### src/rtl/pn_pkg.sv
// rtl/pn_pkg.sv - constants and state encoding shared by the packet serializer and deserializer
package pn_pkg;

  localparam int unsigned PN_DW = 32;
  localparam int unsigned PN_LW = 5;
  localparam logic [3:0]  PN_HEADER = 4'b1101;
  localparam logic [3:0]  PN_FOOTER = 4'b0101;

  typedef enum logic [1:0] {
    HUNT = 2'b00,
    DATA = 2'b01,
    FOOT = 2'b10
  } pn_state_e;

endpackage

### src/rtl/pn_patdet.sv
// rtl/pn_patdet.sv - 4-bit serial window with combinational match against a fixed pattern
module pn_patdet #(
  parameter logic [3:0] PAT = 4'b0000
) (
  input  logic clk_i,
  input  logic rst_ni,
  input  logic clr_i,
  input  logic en_i,
  input  logic dat_i,
  output logic hit_o
);

  logic [3:0] win_q;

  // The match includes the bit on the line now, so a hit lands on the edge that samples it.
  assign hit_o = ({win_q[2:0], dat_i} == PAT);

  always_ff @(posedge clk_i) begin
    if (!rst_ni) begin
      win_q <= '0;
    end else if (clr_i) begin
      win_q <= '0;
    end else if (en_i) begin
      win_q <= {win_q[2:0], dat_i};
    end
  end

endmodule

### src/rtl/pndes.sv
// rtl/pndes.sv - serial packet deserializer: header hunt, MSB-first payload capture, footer check
module pndes
  import pn_pkg::*;
#(
  parameter int unsigned    DW     = PN_DW,
  parameter int unsigned    LW     = PN_LW,
  parameter logic [3:0]     HEADER = PN_HEADER,
  parameter logic [3:0]     FOOTER = PN_FOOTER
) (
  input  logic          clk_i,
  input  logic          rst_ni,
  input  logic          dat_i,
  input  logic [LW-1:0] len_i,
  output logic [DW-1:0] dat_o,
  output logic [LW-1:0] len_o,
  output logic          vld_o,
  output logic          err_o,
  output logic          busy_o
);

  localparam logic [LW-1:0] TOP = LW'(DW - 1);
  localparam logic [LW-1:0] FOOT_CNT = LW'(3);

  pn_state_e     state_q, state_d;
  logic [LW-1:0] cnt_q, cnt_d;
  logic [LW-1:0] len_q;
  logic [DW-1:0] cap_q;
  logic [DW-1:0] dat_q;
  logic [LW-1:0] len_out_q;
  logic          vld_q, err_q;
  logic          hdr_hit, ftr_hit;
  logic          start, foot_done, win_clr;
  logic [LW-1:0] idx;

  pn_patdet #(.PAT(HEADER)) u_hdr (
    .clk_i (clk_i),
    .rst_ni(rst_ni),
    .clr_i (win_clr),
    .en_i  (state_q == HUNT),
    .dat_i (dat_i),
    .hit_o (hdr_hit)
  );

  // Footer window is always refilled with 4 fresh bits before the compare, so it never needs clearing.
  pn_patdet #(.PAT(FOOTER)) u_ftr (
    .clk_i (clk_i),
    .rst_ni(rst_ni),
    .clr_i (1'b0),
    .en_i  (state_q == FOOT),
    .dat_i (dat_i),
    .hit_o (ftr_hit)
  );

  // Payload bit k lands at DW-1-k; k is recovered from the down-counter.
  assign idx = TOP - (len_q - cnt_q);

  always_ff @(posedge clk_i) begin
    if (!rst_ni) begin
      state_q <= HUNT;
      cnt_q   <= '0;
    end else begin
      state_q <= state_d;
      cnt_q   <= cnt_d;
    end
  end

  always_comb begin
    state_d   = state_q;
    cnt_d     = cnt_q;
    start     = 1'b0;
    foot_done = 1'b0;
    win_clr   = 1'b0;
    case (state_q)
      HUNT: begin
        if (hdr_hit) begin
          start = 1'b1;
          if (len_i != '0) begin
            state_d = DATA;
            cnt_d   = len_i;
          end else begin
            state_d = FOOT;
            cnt_d   = FOOT_CNT;
          end
        end
      end
      DATA: begin
        cnt_d = cnt_q - 1'b1;
        if (cnt_q == LW'(1)) begin
          state_d = FOOT;
          cnt_d   = FOOT_CNT;
        end
      end
      FOOT: begin
        cnt_d = cnt_q - 1'b1;
        if (cnt_q == '0) begin
          foot_done = 1'b1;
          win_clr   = 1'b1;
          state_d   = HUNT;
          cnt_d     = '0;
        end
      end
      default: begin
        state_d = HUNT;
        cnt_d   = '0;
      end
    endcase
  end

  always_ff @(posedge clk_i) begin
    if (!rst_ni) begin
      len_q     <= '0;
      cap_q     <= '0;
      dat_q     <= '0;
      len_out_q <= '0;
      vld_q     <= 1'b0;
      err_q     <= 1'b0;
    end else begin
      vld_q <= foot_done & ftr_hit;
      err_q <= foot_done & ~ftr_hit;
      if (start) begin
        len_q <= len_i;
        cap_q <= '0;
      end
      if (state_q == DATA) begin
        cap_q[idx] <= dat_i;
      end
      if (foot_done && ftr_hit) begin
        dat_q     <= cap_q;
        len_out_q <= len_q;
      end
    end
  end

  assign dat_o  = dat_q;
  assign len_o  = len_out_q;
  assign vld_o  = vld_q;
  assign err_o  = err_q;
  assign busy_o = (state_q == DATA) || (state_q == FOOT);

endmodule
### config.mk
export PLATFORM = sky130hd
export DESIGN_NAME = pndes
export DESIGN_NICKNAME = d
export VERILOG_FILES = /design/src/rtl/pn_pkg.sv /design/src/rtl/pn_patdet.sv /design/src/rtl/pndes.sv
export SDC_FILE = /design/constraint.sdc
export NUM_CORES = 1
export LEC_CHECK = 0
export CAP_MARGIN = 20
export CORE_MARGIN = 3
export CORE_UTILIZATION = 40
export DETAILED_ROUTE_END_ITERATION = 12
export GPL_TIMING_DRIVEN = 0
export PLACE_DENSITY_LB_ADDON = 0.25
export SYNTH_ARGS = -nofsm -noshare
export SYNTH_HDL_FRONTEND = slang
export SYNTH_SLANG_ARGS = --single-unit
export TNS_END_PERCENT = 20
### constraint.sdc
create_clock -name clk_i -period 4.8 [get_ports clk_i]
set_input_delay 0.48 -clock clk_i [delete_from_list [all_inputs] [get_ports clk_i]]
set_output_delay 0.48 -clock clk_i [all_outputs]
set_load 0.03 [all_outputs]
**Word-level counts from Yosys, hierarchy flattened**

Index checks and enable logic that the tools add are counted.

- Input port bits: 8
- Word-level logic and storage cells: 55
- Bits in registers: 89
- Output and inout bits: 40

- Equal/unequal tests: 8
- Add/subtract/negate cells: 3
- Magnitude comparators: 2
- Muxes and demuxes: 20
- Bitwise gates (word level): 4
- Reduce and logical (&&, ||, !) cells: 8

Operators by type and width:

| cell | number |
|---|---|
| 32-bit 2-to-1 mux | 3 |
| 32-bit bitwise mux | 1 |
| 5-bit 2-to-1 mux | 4 |
| 5-bit case mux with 3 select lines | 1 |
| 2-bit 2-to-1 mux | 4 |
| 5-bit by 6-bit less-than comparator with 1-bit output, second input constant | 1 |
| 2-bit != test, second input constant | 3 |
| 2-bit case mux with 3 select lines | 1 |
| 1-bit demux with 5-bit select | 1 |
| 5-bit by 1-bit == test with 1-bit output, second input constant | 1 |
| 5-bit by 1-bit greater-or-equal comparator with 1-bit output, second input constant | 1 |
| 5-bit zero test | 1 |
| 1-bit 2-to-1 mux | 5 |
| 5-bit nonzero test | 1 |
| 5-bit by 1-bit subtractor with 5-bit output, second input constant | 1 |
| 5-bit subtractor | 1 |
| 5-bit subtractor, first input constant | 1 |
| 4-bit by 3-bit == test with 1-bit output, second input constant | 1 |
| 4-bit == test, second input constant | 1 |
| 3-bit AND reduction | 1 |
| 1-bit AND | 2 |
| 2-bit by 1-bit == test with 1-bit output, second input constant | 1 |
| 2-bit == test, second input constant | 1 |
| 1-bit logical AND | 2 |
| other kinds (4) | 5 |

**Depth between registers and ports, before layout**

Gate-level depths: netlist of run 1.

- Depth after elaboration: 8
- Mapped depth: 10
- Mapped depth without buffers: 9

**Hierarchy**

From an unflattened synthesis of run 1, not the netlist that was laid out.

- Cells, all modules: 486
- Area, all modules: 4086.4 sq um

Modules (own cells, without submodules):

| module | seq. area each (sq um) | instances | cells each | area an instance (sq um) |
|---|---|---|---|---|
| pndes | 1661.6 | 1 | 464 | 3848.7 |
| pn_patdet at u_ftr | 60.1 | 1 | 11 | 120.1 |
| pn_patdet at u_hdr | 60.1 | 1 | 11 | 117.6 |

**Least setup slack after synthesis of run 1**

OpenSTA, ideal clock, no wires.

- Kind: flip-flop to flip-flop
- Start: reg cnt_q[0]
- End: reg cap_q[27]
- Slack: 2564 ps
- Clock period less this slack: 2236 ps
- Data arrival time: 2104 ps
- Required time: 4668 ps
- Buffers on the path: 1
- Stages on the path, launching flop included: 10
- Setup time: 132 ps
- Cell sequence: dfxtp_1 -> ha_1 -> inv_1 -> fa_1 -> nand2b_1 -> a21oi_1 -> xnor2_1 -> clkbuf_1 -> nand3_1 -> mux2i_1

- Word-level cells in the longest chain between the ends: 8
- Elaborated cells between the ends (all ways): 9
- Classes of those cells: 2 x add/sub; 2 x order compare; 4 x mux; 1 x reduce/logical

RTL lines:

| what | line | source |
|---|---|---|
| start: declaration | pndes.sv:25 | `logic [LW-1:0] cnt_q, cnt_d;` |
| start signal: assignment | pndes.sv:63 | `cnt_q <= cnt_d;` |
| 5-bit subtractor (*) (2 in a row) | pndes.sv:55 | `assign idx = TOP - (len_q - cnt_q);` |
| 5-bit by 6-bit less-than comparator with 1-bit output (implied by the code) / 5-bit by 1-bit greater-or-equal comparator with 1-bit output (equally long branches) | pndes.sv:125 | `cap_q[idx] <= dat_i;` |
| 1-bit logical AND (implied by the code) | pndes.sv:125 |  |
| 1-bit 2-to-1 mux (implied by the code) | pndes.sv:125 |  |
| 1-bit demux with 5-bit select (*) | pndes.sv:125 |  |
| 32-bit bitwise mux (*) | pndes.sv:125 |  |
| 32-bit 2-to-1 mux (*) | pndes.sv:124 | `if (state_q == DATA) begin` |
| end signal: indexed assignment | pndes.sv:125 |  |
| end: declaration | pndes.sv:27 | `logic [DW-1:0] cap_q;` |

Mark *: on every way between the ends. The rest lies on a longest branch, timed or not.
A chain may end at the register's enable or synchronous reset.

**Worst setup path in the final report of run 1**

Ends and elaborated chain as after synthesis.

==> flow_summary.json, run 1 <==
{
  "ys_warn_count": 0,
  "ios": 48,
  "postRouteWirelength_mm": 8.93,
  "outcome": "completed",
  "grt_pass1_vias": 3206,
  "ant_nets": 0,
  "rows": 35,
  "area_growth_pct": 21.4,
  "worstPathRequired_ns": 5.02,
  "dp_cells": 627,
  "hold_viol_final": 0,
  "wl_per_cell_um": 13.9,
  "p_per_area_nw_per_um2": 359,
  "vias": 3313,
  "async_flop_share": 0,
  "arrival_ns": 2.90,
  "period_share": 0.557,
  "core-area_um2": 9370,
  "path_max_fanout": 10,
  "leakagePower_nw": 1.75,
  "use_met2": 0.265,
  "place_hpwl_mm": 6.64,
  "antenna_found_initial": 0,
  "hold_class": "flip-flop to flip-flop",
  "layout-drive-gt1-share": 0.0623,
  "clkTransAtPathRegs_ns": 0.09,
  "port_buffers": 46,
  "cts.sinks": 89,
  "cts_inserted_buffers": 9,
  "setup_violations": 0,
  "busiest_layer": "met2",
  "drc": 0,
  "cap_viol_max_count": 0,
  "cpPeakStageDelay_ns": 0.45,
  "synth_nets": 472,
  "min_period_ns": 2.68,
  "rsz0062_at_grt": "no",
  "fmax_mhz": 374,
  "cts_root_buf": "clkbuf_8",
  "ys_seq_elements": 89,
  "syn_area_um2": 3900,
  "holdBufCountCts": 0,
  "nNetsFinal": 529,
  "final_cells": 643,
  "met3_usage": 0.0278,
  "met1_usage": 0.223,
  "dieWidth_um": 105,
  "die_y_um": 105,
  "viasPerCell": 5.15,
  "clk-insertion-delay-late_ns": 0.36,
  "synth-main-ff-cell": "dfxtp_1",
  "syn_avg_cell_area_um2": 8.63,
  "tns_ns": 0,
  "maxSlewHeadroom": 0.573,
  "first_iter_violations": 102,
  "clk_path_buf_depth": 2,
  "synth_cell_types": 48,
  "worstMarginPinSlew_ns": 0.636,
  "grt_max_degree": 17,
  "crit_path_end_kind": "flip-flop",
  "synth_edf_count": 0,
  "firstDrtPassIters": 5,
  "slew_violations": 0,
  "vdd_drop_max_uv": 169,
  "diodes": 0,
  "yosysSeqAreaShare": 0.457,
  "htreeDepth": 3,
  "grt_overflow": 0,
  "syn_inst": 452,
  "die_area_um2": 11000,
  "critical_path.startpoint_type": "flip-flop",
  "path_cells": "ha_1 -> inv_1 -> fa_1 -> nand2b_1 -> a21oi_1 -> xnor2_1 -> clkbuf_1 -> nand3_1 -> mux2i_1",
  "cts_setup_buffers": 0,
  "gp_congestion": 0.841,
  "slowest_stage": "dfxtp_1",
  "fillCellCount": 939,
  "track_usage": 0.168,
  "initial_utilization": 0.416,
  "tritoncts": "built",
  "skew_ns": 0.0129,
  "cts.repair.resized": 0,
  "crit_type": "flip-flop to flip-flop",
  "grt_first_pass_wirelength_mm": 15.1
}
[layout make-up]
cell class | count | area [µm²] | share of cell area
tap | 129 | 161 | 0.0341
clock buffer | 10 | 138 | 0.0291
inverter | 12 | 45.0 | 0.00952
timing repair buffer | 46 | 460 | 0.0973
clock inverter | 6 | 73.8 | 0.0156
buffer | 32 | 150 | 0.0317
sequential | 89 | 1780 | 0.376
multi-input combinational | 319 | 1920 | 0.406
[synth_stat cells (all sizes together), types with 2 or more instances]
cell    number  area, µm²
a21oi       41        205
a22o         2       17.5
a22oi        2       28.8
buf         14       82.6
clkbuf      18       67.6
dfxtp       89       1780
ha          11        138
inv         12       45.0
mux2i       31        310
nand2      110        413
nand2b       3       18.8
nand3       21        105
nand4        2       12.5
nor2        23       88.8
nor2b        3       18.8
nor3         6       30.0
nor3b        5       37.5
o211ai       2       15.0
o21ai        5       25.0
o311ai      13        114
o41ai       13        114
or3          2       12.5
or4b         2       23.8
xnor2        4       35.0
xor2         3       26.3
[cells by family after synthesis]
family	count (synthesis)	share of synthesized area
AO/OA/AOI/OAI	84	0.146
adder cells (fa/ha/maj)	12	0.0404
AND/OR/NAND/NOR	185	0.211
flip-flops	89	0.457
buffers and inverters	44	0.0500
XOR/XNOR	7	0.0157
multiplexers	31	0.0796
[sequential cells by signal, summed over array words and instances (netlist names)]
register / cells
err_o: 1
u_hdr.win_q: 3
len_o: 5
u_ftr.win_q: 3
vld_o: 1
state_q: 2
len_q: 5
dat_o: 32
cap_q: 32
cnt_q: 5
[critical path: cells and delay by family, from the launching register on]
kind	cells	cell delay [ns]
XOR/XNOR	1	0.23
AO/OA/AOI/OAI	1	0.22
flip-flops	1	0.45
adder cells (fa/ha/maj)	2	0.62
multiplexers	1	0.15
AND/OR/NAND/NOR	2	0.36
buffers and inverters	2	0.50
[where the power goes]
group	internal, mW	total, mW	switching, mW
logic	0.115	0.389	0.274
clock network	0.261	0.541	0.280
registers	0.751	0.767	0.0164
total	1.13	1.70	0.570
[through the flow]
step | power, mW | hold WS [ns] | utilization | worst slack [ns] | cell area (µm²)
2_1_floorplan | 1.07 | 0.429 | - | 2.56 | 3900
3_3_place_gp | 1.16 | 0.445 | 0.483 | 2.20 | 4520
3_5_place_dp | 1.17 | 0.447 | 0.483 | 2.19 | 4520
4_1_cts | 1.71 | 0.458 | 0.505 | 2.16 | 4730
5_1_grt | 1.78 | 0.482 | 0.505 | 1.92 | 4730
6_report | 1.70 | 0.456 | 0.505 | 2.12 | 4730
[cell usage in the layout (no fill, tap or decap), drive strengths merged, types with 3 or more instances in the layout]
cell type and instances:
o311ai 13, xnor2 4, nand2b 3, o21ai 5, o41ai 13, nor2 23, xor2 3, clkbuf 28
nand2 110, nor2b 3, inv 14, clkdlybuf4s50 46, nor3b 5, dfxtp 89, nand3 21, nor3 6
a21oi 41, ha 11, buf 14, mux2i 31
[final timing paths]
kind,from,to,slack [ns],depth (start not counted)
worst max-delay path,cnt_q[0],cap_q[27],2.12,9
worst min register to register,cap_q[27],dat_o[27],0.46,2
worst min-delay path,cap_q[27],dat_o[27],0.46,2
worst max register to register,cnt_q[0],cap_q[27],2.12,9
[per-layer routing]
layer	vias up	routed length, µm
li1	1685	-
met1	1545	4340
met2	72	4070
met3	11	372
met4	0	145
met5	-	0
Power figures use the tool's default switching activity.
==> run 2, diff against run 1 <==
clock period = 2.4 ns   (was 4.8 ns; I/O delays follow)
==> flow_summary.json, run 2 (synthesis gave the netlist of run 1 again) <==
{
  "leakagePower_nw": 1.79,
  "worst_path_dominant_cell_family": "compound AO/OA/AOI/OAI gates",
  "initial_utilization": 0.416,
  "clk_path_buf_depth": 2,
  "setup_violations": 0,
  "dieWidth_um": 105,
  "multi_input_area_um2": 2000,
  "antenna_found_initial": 0,
  "htreeDepth": 3,
  "dpl-instance-area_um2": 4520,
  "area_growth_pct": 24.2,
  "viasPerCell": 5.18,
  "rows": 35,
  "design_area_um2": 4840,
  "vias": 3344,
  "maxSlewHeadroom": 0.642,
  "diodes": 0,
  "core-area_um2": 9370,
  "ios": 48,
  "hold_class": "primary input to flip-flop",
  "postRouteWirelength_mm": 9.11,
  "fmax_mhz": 434,
  "rsz0062_at_grt": "yes",
  "grt_first_pass_wirelength_mm": 15.2,
  "path_cells": "inv_1 -> fa_2 -> nand2b_1 -> a21oi_4 -> xnor2_2 -> buf_4 -> o311ai_1 -> o41ai_1",
  "seq_area_um2": 1780,
  "worstHoldStart": "rst_ni",
  "p_per_area_nw_per_um2": 731,
  "clk-insertion-delay-late_ns": 0.36,
  "vdd_drop_max_uv": 354,
  "cts_root_buf": "clkbuf_8",
  "die_y_um": 105,
  "hold_viol_final": 0,
  "worstMarginPinSlew_ns": 0.536,
  "holdBufCountCts": 0,
  "critical_path.startpoint_type": "flip-flop",
  "skew_ns": 0.0114,
  "p_comb_frac": 0.259,
  "min_period_ns": 2.30,
  "firstDrtPassIters": 5,
  "cp.buffers_inverters": 2,
  "clkTransAtPathRegs_ns": 0.09,
  "grt_overflow": 0,
  "rrSetupSlack_ns": 0.1,
  "hold_depth": 2,
  "power.net_switching_mw": 1.20,
  "port_buffers": 46,
  "swShare": 0.339,
  "slowest_stage": "fa_2",
  "place_hpwl_mm": 6.64,
  "dp_slack_ns": -0.214,
  "p_total_mw": 3.54,
  "clock_power_share": 0.307,
  "cts.sinks": 89,
  "grt_max_degree": 17,
  "reg2reg_depth": 8,
  "worstPathRequired_ns": 2.65,
  "grt_pass1_vias": 3216,
  "p_int_mw": 2.34,
  "final_cell_mix": "nand2_1, dfxtp_1, clkdlybuf4s50_1",
  "tritoncts": "built",
  "cpPeakStageDelay_ns": 0.45,
  "wl_per_cell_um": 14.1,
  "ant_nets": 0,
  "fillCellCount": 927,
  "track_usage": 0.168,
  "crit_path_end_kind": "flip-flop",
  "first_iter_violations": 121,
  "layout_commonest_cell": "nand2_1",
  "gp_congestion": 0.841,
  "period_share": 0.959,
  "die_area_um2": 11000,
  "cap_viol_max_count": 0,
  "cts_inserted_buffers": 9,
  "final.setup.worst_slack_ns": 0.0983,
  "arrival_ns": 2.55,
  "slew_violations": 0,
  "crit_type": "flip-flop to flip-flop",
  "rr_endpoint": "cap_q[0]",
  "layout-drive-gt1-share": 0.0969,
  "r2r-start": "cnt_q[1]",
  "drc": 0,
  "power.share.sequential": 0.433,
  "outcome": "completed",
  "min_to": "cnt_q[1]",
  "path_max_fanout": 10,
  "nNetsFinal": 531
}
==> run 2: cell types whose count changed in the layout (fill, tap and decap cells not counted), sizes merged <==
| cell | delta |
|---|---|
| buf | +1 |
| clkdlybuf4s15 | +1 |
==> run 2: per-layer routing <==
layer,GRT usage,wire length (µm),up-vias
met5,0,0,-
met4,0.0797,197,0
met3,0.0278,315,12
met2,0.266,4150,74
met1,0.223,4450,1566
li1,-,-,1692
==> run 2: worst register-to-register path, delay by kind of cell (launching register included) <==
kind                       cells  cell delay (ns)
and+or+nand+nor                1             0.21
AOI/OAI and AO/OA              3             0.62
adders and majority gates      1             0.45
buffers and inverters          2             0.36
xor gates and xnor gates       1             0.13
DFF                            1             0.41
==> run 2: power by group through the flow <==
stage / combinational, mW / sequential, mW / clock (mW)
2_1_floorplan: 0.580 / 1.56 / 0
3_3_place_gp: 0.747 / 1.57 / 0
3_5_place_dp: 0.768 / 1.57 / 0
4_1_cts: 0.794 / 1.53 / 1.11
5_1_grt: 0.997 / 1.54 / 1.17
6_report: 0.919 / 1.53 / 1.09
==> run 2: worst max-delay path by stage <==
stage,from,to,slack [ns],cells past startpoint
detailed placement,cnt_q[0],cap_q[29],-0.21,9
finish,cnt_q[1],cap_q[0],0.1,8
CTS,len_q[1],cap_q[11],0.006,8
global route,cnt_q[0],cap_q[3],-0.07,9
floorplan,cnt_q[0],cap_q[27],0.16,9
global placement,cnt_q[0],cap_q[29],-0.20,9
==> run 2: metrics by stage <==
stage | cells | util | TNS, ns | hold WS, ns
after CTS | 644 | 0.507 | 0 | 0.251
after floorplan | 452 | - | 0 | 0.384
after global routing | 645 | 0.517 | -0.212 | 0.278
after detailed placement | 627 | 0.483 | -1.94 | 0.447
after global placement | 627 | 0.483 | -1.65 | 0.445
final | 645 | 0.517 | 0 | 0.255
==> run 2: cell type report <==
class	count	share of cell area
multi-input cells	319	0.413
well taps	129	0.0333
plain buffers	32	0.0341
inverters	12	0.00930
repair buffers	48	0.0989
clock inverters	6	0.0152
flip-flops and latches	89	0.368
clock buffers	10	0.0284
==> run 2: timing repair <==
item	4_1_cts	5_1_grt
endpoints found under the hold margin	0	0
pin swaps	0	0
buffers inserted	1	0
endpoints found under the setup margin	29	60
resized for setup	3	27
cloned	0	1
